## src/rtl/xw_univ_shreg.sv

```systemverilog
`default_nettype none
// ============================================================================
//  Module   : xw_univ_shreg
//  Brief    : Parametrised universal shift register with true/complement
//             outputs, eight per-cycle modes and an autonomous burst-shift
//             engine that reports completion with a one-cycle DONE pulse.
//  Revision : 1.0  initial release
// ============================================================================
module xw_univ_shreg #(
  parameter int WIDTH = 8,
  parameter int CNTW  = 4
) (
  input  logic             CLK,
  input  logic             CLR_L,
  input  logic             EN,
  input  logic [2:0]       MODE,
  input  logic [WIDTH-1:0] D,
  input  logic             SRI,
  input  logic             SLI,
  input  logic             START,
  input  logic [CNTW-1:0]  BCNT,
  input  logic             BDIR,
  output logic [WIDTH-1:0] Q,
  output logic [WIDTH-1:0] QN,
  output logic             SRO,
  output logic             SLO,
  output logic             BUSY,
  output logic             DONE
);

  localparam logic [0:0] S_IDLE = 1'b0;
  localparam logic [0:0] S_RUN  = 1'b1;

  localparam logic [2:0] M_HOLD = 3'b000;
  localparam logic [2:0] M_SHR  = 3'b001;
  localparam logic [2:0] M_SHL  = 3'b010;
  localparam logic [2:0] M_LOAD = 3'b011;
  localparam logic [2:0] M_ROR  = 3'b100;
  localparam logic [2:0] M_ROL  = 3'b101;
  localparam logic [2:0] M_SET  = 3'b110;
  localparam logic [2:0] M_CLR  = 3'b111;

  logic [0:0]       state_q, state_d;
  logic [WIDTH-1:0] q_q,     q_d;
  logic [CNTW-1:0]  cnt_q,   cnt_d;
  logic             dir_q,   dir_d;
  logic             done_q,  done_d;

  // Next-state: a running burst owns the register; otherwise EN gates START,
  // and START takes precedence over the MODE operation in the same cycle.
  always_comb begin
    state_d = state_q;
    q_d     = q_q;
    cnt_d   = cnt_q;
    dir_d   = dir_q;
    done_d  = 1'b0;

    if (state_q == S_RUN) begin
      if (EN) begin
        // Burst shifts use the serial inputs, never rotate.
        if (dir_q) q_d = {q_q[WIDTH-2:0], SLI};
        else       q_d = {SRI, q_q[WIDTH-1:1]};
        cnt_d = cnt_q - CNTW'(1);
        // Remaining count of one means this edge performs the final shift,
        // so the counter never wraps below zero.
        if (cnt_q == CNTW'(1)) begin
          state_d = S_IDLE;
          done_d  = 1'b1;
        end
      end
    end else if (EN) begin
      if (START) begin
        cnt_d = BCNT;
        dir_d = BDIR;
        // A zero-length burst completes immediately without raising BUSY.
        if (BCNT != '0) state_d = S_RUN;
        else            done_d  = 1'b1;
      end else begin
        case (MODE)
          M_HOLD:  q_d = q_q;
          M_SHR:   q_d = {SRI, q_q[WIDTH-1:1]};
          M_SHL:   q_d = {q_q[WIDTH-2:0], SLI};
          M_LOAD:  q_d = D;
          M_ROR:   q_d = {q_q[0], q_q[WIDTH-1:1]};
          M_ROL:   q_d = {q_q[WIDTH-2:0], q_q[WIDTH-1]};
          M_SET:   q_d = '1;
          M_CLR:   q_d = '0;
          default: q_d = q_q;
        endcase
      end
    end
  end

  // State registers; CLR_L low overrides everything, including EN and a burst.
  always_ff @(posedge CLK) begin
    if (!CLR_L) begin
      state_q <= S_IDLE;
      q_q     <= '0;
      cnt_q   <= '0;
      dir_q   <= 1'b0;
      done_q  <= 1'b0;
    end else begin
      state_q <= state_d;
      q_q     <= q_d;
      cnt_q   <= cnt_d;
      dir_q   <= dir_d;
      done_q  <= done_d;
    end
  end

  assign Q    = q_q;
  assign QN   = ~q_q;
  assign SRO  = q_q[0];
  assign SLO  = q_q[WIDTH-1];
  assign BUSY = (state_q == S_RUN);
  assign DONE = done_q;

endmodule
`default_nettype wire

```

## config.mk

```make
export PLATFORM = sky130hd
export DESIGN_NAME = xw_univ_shreg
export DESIGN_NICKNAME = d
export VERILOG_FILES = /design/src/rtl/xw_univ_shreg.sv
export SDC_FILE = /design/constraint.sdc
export NUM_CORES = 1
export LEC_CHECK = 0
export CORE_ASPECT_RATIO = 0.7
export CORE_MARGIN = 10
export CORE_UTILIZATION = 47
export DETAILED_ROUTE_END_ITERATION = 16
export GPL_ROUTABILITY_DRIVEN = 0
export PLACE_DENSITY = 0.84
export SYNTH_ARGS = -nofsm -noshare
export SYNTH_HDL_FRONTEND = slang
export SYNTH_SLANG_ARGS = --single-unit
export TNS_END_PERCENT = 1
```

## constraint.sdc

```tcl
create_clock -name CLK -period 2.61 [get_ports CLK]
set_clock_uncertainty 0.1 [all_clocks]
set_input_delay 0.3915 -clock CLK [delete_from_list [all_inputs] [get_ports CLK]]
set_output_delay 0.3915 -clock CLK [all_outputs]
set_load 0.05 [all_outputs]
```

==> reports/metrics.yaml <==
yosys:
  yosysTopAreaCell: "dfxtp_1"
  synth_compound_area_share_pct: 31.0
  synth_top_family_by_area: "compound AO/OA/AOI/OAI gates"
  synthTopCellsByCount: "inv_1, dfxtp_1, nor2_1, o21ai_0, nand2_1"
  synth.distinct_cells: 36
  synth_fa_ha_area_share_pct: 2.23
  netlist_area_sq_um: 1120
  synth_area_leaders: "dfxtp_1, o221ai_1, o21ai_0"
  syn_inst: 154
  yosysTopAreaCellShare_pct: 26.7
  ys_seq_area_share_pct: 26.7
  synth_xor_area_share_pct: 0
  synthSimpleGateAreaFrac_pct: 23.5
  syn_nets: 178
  synth-seq-cells: 15
  ys_warn_count: 0
  synth_most_common_cell: "inv_1"
  synth_ff_type: "dfxtp_1"
  synth_edf_count: 0
  synthMuxAreaShare_pct: 4.45
  async_flop_share_pct: 0
  avgSynthCellArea_sq_um: 7.30
floorplan:
  fp.dieW_um: 78.4
  die_y_um: 60.9
  num_io_pins: 42
  row_count: 14
  design.core.area_sq_um: 2210
  dieArea_sq_um: 4780
  start_util_pct: 50.9
worst_setup_path:
  r2r_slack_ps: 660
  max_stage_delay_ps: 870
  critPathLaunch: "Q[6]"
  cp.arrival_ps: 1660
  worst-path-stages: 1
  crit_slowest_cell: "clkdlybuf4s50_1"
  cp_max_fo: 8
  reg2regPathDepth: 5
  required_ps: 2120
  crit_chain: "clkdlybuf4s50_1"
  critPathTopFamily: "buffers and inverters"
  critPathKind: "register to output port"
  cp_num_buf_inv: 1
  r2r_start: "BUSY"
  r2r_end: "Q[5]"
  worstSetupEndpoint: "Q[6]"
  startpoint_type: "register"
  worstSetupEndpointType: "output port"
timing:
  fmax_mhz: 464
  max_slew.worst_pin.slew_ps: 590
  setup_viol: 0
  rsz0062_at_grt: "no"
  hold_ws_ps: 435
  slew_viol_final: 0
  final_hold_viol_count: 0
  fin_crit_ps: 2150
  relSlewSlack_pct: 60.6
  period_share_pct: 82.5
  setup_tns_ps: 0
cells_and_area:
  final_util_pct: 70.8
  design_area_sq_um: 1560
  drive_gt1_share_pct: 7.33
  area_growth_pct: 39.1
  fin_nets: 216
  diodes: 0
clock_tree:
  post_cts_buffers: 0
  clock_sinks: 15
  clockBufferDepth: 2
  cts_resized: 0
  path_clk_slew_ps: 90
  clk_latency_ps: 300
  cts_hold_buf: 0
  clockRootBuffer: "clkbuf_4"
  numCtsBuffers: 3
  cts_tree: "done"
  htreeDepth: 1
route:
  dr.pass1.iters: 5
  viasPerCell: 5.83
  via_count: 1301
  drt-wirelength-per-cell_um: 16.7
  remaining_drc_errors: 0
  drt-initial-drc-count: 221
  postRouteAntennaNets: 0
  wl_um: 3730
grt:
  grt_use_total_pct: 15.5
  overflow: 0
  grt_max_degree: 19
  antenna_found_initial: 0
  grt_first_pass_wirelength_um: 6070
  grt_pass1_vias: 1267
min_path:
  hold_class: "register to register"
place:
  hpwl_um: 2900
  placed_cell_area_sq_um: 1540
  port_buffers: 41
power:
  powerDensity_nw_per_um2: 445
  peakVddDrop_v: 0.000299
  leakage_nw: 0.570
outcome:
  status: "complete, no violations"
job:
  max_cap_violations: 0
placed cells by master, fill, tap and decap left out:
| cell type | instances |
|---|---|
| inv_1 | 17 |
| clkinv_2 | 1 |
| a21boi_0 | 1 |
| a221oi_4 | 1 |
| ha_1 | 2 |
| nor3_1 | 3 |
| o22ai_1 | 1 |
| o21a_1 | 1 |
| a21boi_2 | 1 |
| nor2_1 | 14 |
| o21ai_0 | 14 |
| o21ai_1 | 2 |
| nand3b_1 | 2 |
| and2_1 | 3 |
| a211oi_1 | 2 |
| clkdlybuf4s50_1 | 41 |
| o311a_1 | 2 |
| buf_4 | 4 |
| clkbuf_4 | 3 |
| nor2_2 | 2 |
| nand3_1 | 2 |
| a2bb2oi_1 | 1 |
| inv_2 | 1 |
| o211ai_1 | 1 |
| o31a_1 | 1 |
| nor2b_1 | 3 |
| a21oi_1 | 8 |
| nand2b_1 | 2 |
| nand2_1 | 13 |
| dfxtp_1 | 15 |
| a31oi_1 | 2 |
| mux2i_1 | 5 |
| nor4_1 | 2 |
| nand4_1 | 6 |
| o221ai_1 | 11 |
| nand3_2 | 1 |
stage by stage:
step | std cells | power, mW | worst slack, ps
2_1_floorplan | 154 | 0.453 | 872
3_3_place_gp | 219 | 0.549 | 465
3_5_place_dp | 219 | 0.558 | 358
4_1_cts | 223 | 0.695 | 430
5_1_grt | 223 | 0.733 | 387
6_report | 223 | 0.696 | 456
logic make-up after synthesis:
logic type      after synthesis
simple gates                 53
compound gates               49
buf+inv                      30
flops                        15
mux                           5
fa+ha+maj                     2
metal layers:
layer	GRT usage [%]	up-vias	part of all wire [%]
li1	-	628	-
met1	18.8	589	41
met2	24.3	77	45
met3	5.90	7	12
met4	6.87	0	1.5
met5	0	-	0
worst min path at each step:
stage | from | endpoint | slack, ps | cells past startpoint
floorplan | START | DONE | 450 | 2
detailed placement | Q[7] | Q[7] | 420 | 2
global route | Q[7] | Q[7] | 460 | 2
global placement | Q[7] | Q[7] | 420 | 2
finish | Q[7] | Q[7] | 430 | 2
CTS | Q[7] | Q[7] | 430 | 2
worst register-to-register path, delay by kind of cell, from the launching register on:
| family | cells | cell delay (ps) |
|---|---|---|
| AND/OR/NAND/NOR | 2 | 320 |
| flip-flops | 1 | 430 |
| AO/OA/AOI/OAI | 2 | 750 |
| buffers and inverters | 1 | 270 |
layout make-up:
type,instances,area [sq um]
Multi-Input combinational cell,109,687
Clock buffer,3,22.5
Clock inverter,1,5.00
Tap cell,32,40.0
Fill cell,197,644
Inverter,18,67.6
Sequential cell,15,300
Timing Repair Buffer,45,440
flip-flops by register name, summed over array words and instances, names as in the netlist:
signal and flops:
cnt_q 4, dir_q 1, Q 8, BUSY 1
DONE 1
report_power, final:
group	internal [mW]	leakage [nW]	total [mW]	switching (mW)
sequential	0.245	0.123	0.271	0.0262
clock	0.0573	0.0177	0.142	0.0844
combinational	0.114	0.429	0.284	0.170
No activity file was read; power rests on OpenSTA's default activity.
